## src/rtl/wb_regfile_stage_pkg.sv

```systemverilog
// Shared widths, stall encoding and bus payload layouts for the writeback stage.
package wb_regfile_stage_pkg;

    localparam int unsigned XLEN         = 32;
    localparam int unsigned RF_AW        = 5;
    localparam int unsigned RF_DEPTH     = 32;
    localparam int unsigned STALL_W      = 6;
    localparam int unsigned MEM_TO_WB_WD = 70;
    localparam int unsigned WB_TO_RF_WD  = 38;
    localparam int unsigned STALL_MEM_WB = 4;
    localparam int unsigned STALL_WB     = 5;

    localparam logic STOP    = 1'b1;
    localparam logic NO_STOP = 1'b0;

    // {pc[69:38], rf_we[37], rf_waddr[36:32], rf_wdata[31:0]}
    typedef struct packed {
        logic [XLEN-1:0]  pc;
        logic             rf_we;
        logic [RF_AW-1:0] rf_waddr;
        logic [XLEN-1:0]  rf_wdata;
    } mem_to_wb_t;

    // {we[37], waddr[36:32], wdata[31:0]}
    typedef struct packed {
        logic             we;
        logic [RF_AW-1:0] waddr;
        logic [XLEN-1:0]  wdata;
    } wb_to_rf_t;

endpackage

```

## src/rtl/wb_regfile_stage_regfile.sv

```systemverilog
// 32x32 general register file: one write port, two read ports with optional write bypass.
module wb_regfile_stage_regfile
    import wb_regfile_stage_pkg::*;
#(
    parameter bit BYPASS_EN    = 1'b1,
    parameter bit REG_RST_ZERO = 1'b1
) (
    input  logic             clk,
    input  logic             rst,
    input  logic             i_we,
    input  logic [RF_AW-1:0] i_waddr,
    input  logic [XLEN-1:0]  i_wdata,
    input  logic [RF_AW-1:0] i_raddr1,
    input  logic [RF_AW-1:0] i_raddr2,
    output logic [XLEN-1:0]  o_rdata1,
    output logic [XLEN-1:0]  o_rdata2
);

    logic [XLEN-1:0] r_regs [RF_DEPTH];
    logic            w_wr;

    assign w_wr = i_we && (i_waddr != RF_AW'(0));

    generate
        if (REG_RST_ZERO) begin : g_rst_zero
            always_ff @(posedge clk or posedge rst) begin
                if (rst) begin
                    for (int i = 0; i < int'(RF_DEPTH); i++) begin
                        r_regs[i] <= '0;
                    end
                end else if (w_wr) begin
                    r_regs[i_waddr] <= i_wdata;
                end
            end
        end else begin : g_no_rst
            // Contents survive reset; the write is already suppressed while rst is high.
            always_ff @(posedge clk) begin
                if (w_wr && !rst) begin
                    r_regs[i_waddr] <= i_wdata;
                end
            end
        end
    endgenerate

    function automatic logic [XLEN-1:0] read_port(input logic [RF_AW-1:0] addr);
        logic [XLEN-1:0] data;
        data = '0;
        if (addr != RF_AW'(0)) begin
            if (BYPASS_EN && w_wr && (addr == i_waddr)) begin
                data = i_wdata;
            end else begin
                data = r_regs[addr];
            end
        end
        return data;
    endfunction

    always_comb begin
        o_rdata1 = read_port(i_raddr1);
        o_rdata2 = read_port(i_raddr2);
    end

endmodule

```

## src/rtl/wb_regfile_stage.sv

```systemverilog
// Writeback stage: MEM/WB pipeline register, single-shot commit into the register file,
// ID forwarding bus and commit trace.
module wb_regfile_stage
    import wb_regfile_stage_pkg::*;
#(
    parameter bit BYPASS_EN    = 1'b1,
    parameter bit REG_RST_ZERO = 1'b1
) (
    input  logic                    clk,
    input  logic                    rst,
    input  logic [STALL_W-1:0]      stall,
    input  logic [MEM_TO_WB_WD-1:0] mem_to_wb_bus,
    input  logic [RF_AW-1:0]        raddr1,
    input  logic [RF_AW-1:0]        raddr2,
    output logic [XLEN-1:0]         rdata1,
    output logic [XLEN-1:0]         rdata2,
    output logic [WB_TO_RF_WD-1:0]  wb_to_rf_bus,
    output logic [XLEN-1:0]         debug_wb_pc,
    output logic [3:0]              debug_wb_rf_wen,
    output logic [RF_AW-1:0]        debug_wb_rf_wnum,
    output logic [XLEN-1:0]         debug_wb_rf_wdata
);

    mem_to_wb_t r_wb;
    logic       r_fired;
    mem_to_wb_t w_in;
    logic       w_load_bubble;
    logic       w_load_bus;
    logic       w_wen_eff;
    wb_to_rf_t  w_wb_to_rf;
    logic       w_unused_stall;

    assign w_in           = mem_to_wb_t'(mem_to_wb_bus);
    assign w_load_bubble  = (stall[STALL_MEM_WB] == STOP) && (stall[STALL_WB] == NO_STOP);
    assign w_load_bus     = (stall[STALL_MEM_WB] == NO_STOP);
    assign w_unused_stall = ^stall[STALL_MEM_WB-1:0];

    // r_fired marks a held instruction whose write already committed, so it never repeats.
    always_ff @(posedge clk or posedge rst) begin
        if (rst) begin
            r_wb    <= '0;
            r_fired <= 1'b0;
        end else if (w_load_bubble) begin
            r_wb    <= '0;
            r_fired <= 1'b0;
        end else if (w_load_bus) begin
            r_wb    <= w_in;
            r_fired <= 1'b0;
        end else if (r_wb.rf_we) begin
            r_fired <= 1'b1;
        end
    end

    assign w_wen_eff = r_wb.rf_we && !r_fired && (r_wb.rf_waddr != RF_AW'(0));

    wb_regfile_stage_regfile #(
        .BYPASS_EN    (BYPASS_EN),
        .REG_RST_ZERO (REG_RST_ZERO)
    ) u_regfile (
        .clk      (clk),
        .rst      (rst),
        .i_we     (w_wen_eff),
        .i_waddr  (r_wb.rf_waddr),
        .i_wdata  (r_wb.rf_wdata),
        .i_raddr1 (raddr1),
        .i_raddr2 (raddr2),
        .o_rdata1 (rdata1),
        .o_rdata2 (rdata2)
    );

    always_comb begin
        w_wb_to_rf       = '0;
        w_wb_to_rf.we    = w_wen_eff;
        w_wb_to_rf.waddr = r_wb.rf_waddr;
        w_wb_to_rf.wdata = r_wb.rf_wdata;
    end

    assign wb_to_rf_bus      = w_wb_to_rf;
    assign debug_wb_pc       = r_wb.pc;
    assign debug_wb_rf_wen   = {4{w_wen_eff}};
    assign debug_wb_rf_wnum  = r_wb.rf_waddr;
    assign debug_wb_rf_wdata = r_wb.rf_wdata;

endmodule

```

## config.mk

```make
export PLATFORM = sky130hd
export DESIGN_NAME = wb_regfile_stage
export DESIGN_NICKNAME = d
export VERILOG_FILES = /design/src/rtl/wb_regfile_stage_pkg.sv /design/src/rtl/wb_regfile_stage_regfile.sv /design/src/rtl/wb_regfile_stage.sv
export SDC_FILE = /design/constraint.sdc
export NUM_CORES = 2
export LEC_CHECK = 0
export BUFFER_PORTS_ARGS = -buffer_cell sky130_fd_sc_hd__buf_2
export CORE_MARGIN = 5
export CORE_UTILIZATION = 67
export DETAILED_ROUTE_END_ITERATION = 8
export PLACE_DENSITY = 0.95
export REMOVE_ABC_BUFFERS = 1
export SYNTH_ARGS = -nofsm -noshare
export SYNTH_HDL_FRONTEND = slang
export SYNTH_SLANG_ARGS = --single-unit
export TNS_END_PERCENT = 30
```

## constraint.sdc

```tcl
create_clock -name clk -period 87.7 [get_ports clk]
set_clock_uncertainty 0.05 [all_clocks]
set_input_delay 26.31 -clock clk [delete_from_list [all_inputs] [get_ports clk]]
set_output_delay 26.31 -clock clk [all_outputs]
set_load 0.05 [all_outputs]
```

==> run summary <==
status: finished, violations left
failing checks: design-rule violations, max-capacitance violations, max-slew violations
Post-Syn Instances: 4,460
crit-path cells: buf_6, buf_4, buf_4, clkinv_1, nand2_1, o211ai_1, o21ai_0, o22ai_1, nor2_1, buf_2
DR WL/cell: 37.30 um
Worst-Margin Slew: 1.653 ns
drt pass-1 iters: 9
vias in the first global route: 48,210
CTS Sinks: 1,095
first-pass GRT wire length: 310.9 mm
CP delay by family, top: buffers and inverters
Pwr Density: 21.15 nW/um2
Die Area: 95,430 um2
Core ar.: 88,510 um2
Hold WC Path Type: reg -> reg
f_max: 17.12 MHz
Die W: 308.9 um
Distinct cells, synth: 70
Buf/Inv on CP: 5
CTS tree: built
Setup Buffers After CTS: 0
Mapped Area: 59,860 um2
largest net degree at the start of global routing: 177
CP Launch Type: input port
mux share of post-synthesis cell area: 0.3786
worst vdd ir: 0.01771 mV
Synth Area in XOR/XNOR: 0.001463
Setup TNS: 0 ns
vias per std cell: 8.174
Final min period: 58.42 ns
Starting Density: 0.6763
synth warn: 0
Worst-Skew Late Latency: 0.76 ns
layout cells sized above 1: 0.4416
H-tree depth: 3
# IOs: 263
DIE HEIGHT: 308.9 um
FFs w/ async S/R, synth: 1.000
Row Count: 109
Final period util: 0.6661
initial DRC count: 8,259
largest family of logic cells by synthesized area: multiplexers
kind of critical path: in -> out
Port Buf Inserts: 258
area share of the largest cell type after synthesis: 0.4577
PostCTS Resize Cnt: 0
Layout Nets: 4,468
Overflow after GRT: 0
Max Root-Sink Buffers: 3
Crit path largest cell delay: 1.26 ns
final-report hold violation count: 0
most used cell, CP: buf_4
routed via count: 46,160
Pleak: 30.49 nW
Simple-Gate Fraction of Synth Area: 0.02830
Hold WS: 0.3566 ns
Routed Antenna Nets: 0
register clock-pin slew on the reported worst setup and hold paths: 0.06 ns
Max-slew headroom: -0.1046
most common cell in the netlist: dfrtp_1
area delta synth->final: 7.200%
total CTS buffers: 110
GRT Total Usage: 0.4387
Post-synth EDFFs: 0
Detail Placement HPWL: 111.6 mm
Pins Over Slew Limit: 12
Residual DRC: 62
final setup vio count: 0
max cap viols: 2
RSZ-0062 raised after global routing: no
CP required: 61.34 ns
CP Capture Type: primary output
root buf cell: clkbuf_16
Synth area leaders: dfrtp_1 (46%), mux2_2 (19%), mux4_2 (11%)
CP arrival: 32.06 ns
largest area contributor in the netlist: dfrtp_1
Total Wirelength: 210.7 mm
commonest cells in the netlist: dfrtp_1 (1,095), mux2_2 (1,035), mux2i_1 (381)
critical-path cell with the highest stage delay: clkinv_1
Routability Congestion: 0.8968
CTS hold repair buffers: 0
sequential share of the synthesized area: 0.4577
Syn Area/Cell: 13.42 um2
CP max FO: 42
Most used DFF post-synth: dfrtp_1
post-synthesis compound-gate area fraction: 0.07102
Synth Register Bits: 1,095
Post-Synth Adder-Cell Area: 0
initial antenna violation count: 13
report_power, final:
group	switching (mW)	internal, mW	total [mW]	leakage (nW)
registers	0.0539	0.559	0.613	14.9
clock network	0.217	0.286	0.503	1.87
logic	0.136	0.105	0.241	13.7
total	0.407	0.950	1.36	30.5
sequential cells by signal (all words and copies together), names as in the netlist:
| name | cells |
|---|---|
| u_regfile.r_regs | 1024 |
| debug_wb_pc | 32 |
| debug_wb_rf_wdata | 32 |
| debug_wb_rf_wnum | 5 |
| r_fired | 1 |
| r_wb | 1 |
cells in the final DEF, fill, tap and decap left out, types with 19 or more instances in the layout:
cell       synthesis  routed
o21ai_0          171     171
buf_2            154     251
inv_1             73      71
a221oi_1          74      74
nand3_1           53      53
nand2_1          123     108
a21oi_1           76      76
o22ai_1           67      67
a22oi_1           62      62
mux2i_1          381     381
buf_4            139     128
a221o_1           32      32
mux4_2           298     298
a211oi_1          19      19
clkbuf_8           0      22
nor2_1            70      57
dfrtp_1         1095    1095
clkinv_2           0      31
clkbuf_16          0     113
mux2_2          1035    1035
metrics by stage:
stage / instances / power, mW / cell area [um2] / worst slack (ns) / utilization
6_report: 5648 / 1.357 / 64170 / 29.28 / 0.7250
5_1_grt: 5637 / 1.384 / 64150 / 29.70 / 0.7247
4_1_cts: 5636 / 1.337 / 64140 / 29.83 / 0.7246
3_5_place_dp: 5432 / 0.8374 / 60350 / 29.94 / 0.6819
3_3_place_gp: 5432 / 0.8199 / 60350 / 29.93 / 0.6819
2_1_floorplan: 3881 / 0.7557 / 56380 / 30.51 / -
final timing paths:
check | from | endpoint | slack, ns | cells after the start
setup reg to reg | debug_wb_rf_wnum[4] | u_regfile.r_regs[368] | 83.62 | 5
setup / recovery | raddr1[1] | rdata1[31] | 29.28 | 10
hold reg to reg | u_regfile.r_regs[1019] | u_regfile.r_regs[1019] | 0.36 | 0
hold / removal | u_regfile.r_regs[1019] | u_regfile.r_regs[1019] | 0.36 | 0
min in group asynchronous | rst | debug_wb_rf_wdata[16] | 25.67 | 2
max in group asynchronous | rst | u_regfile.r_regs[443] | 57.72 | 6
kinds of logic after synthesis:
family / after synthesis
AOI/OAI and AO/OA: 618
buffers and inverters: 655
DFF: 1095
and+or+nand+nor: 349
xor gates and xnor gates: 10
muxes: 1733
layout make-up:
| type | count | area [um2] |
|---|---|---|
| Sequential cell | 1095 | 27400 |
| Clock buffer | 149 | 3183 |
| Tap cell | 1165 | 1458 |
| Fill cell | 4710 | 24340 |
| Antenna cell | 11 | 27.53 |
| Timing Repair Buffer | 387 | 2326 |
| Inverter | 76 | 292.8 |
| Multi-Input combinational cell | 2710 | 28880 |
| Clock inverter | 55 | 604.3 |
per-layer routing:
metal  GRT usage  share of wire  vias up  wire (um)
met4      0.3342           0.11       17      22440
met5     0.01039        0.00094        -        197
li1            -              -    16590          -
met1      0.5105           0.31    22440      64830
met2      0.6149           0.41     5147      86840
met3      0.2305           0.17     1978      36390
worst reg2reg max path: cells and delay by family, from the launching register on:
kind | cells | cell delay, ns
flip-flops | 1 | 0.82
buffers and inverters | 1 | 0.77
AND/OR/NAND/NOR | 3 | 1.91
multiplexers | 1 | 0.40
Power figures use the tool's default switching activity.
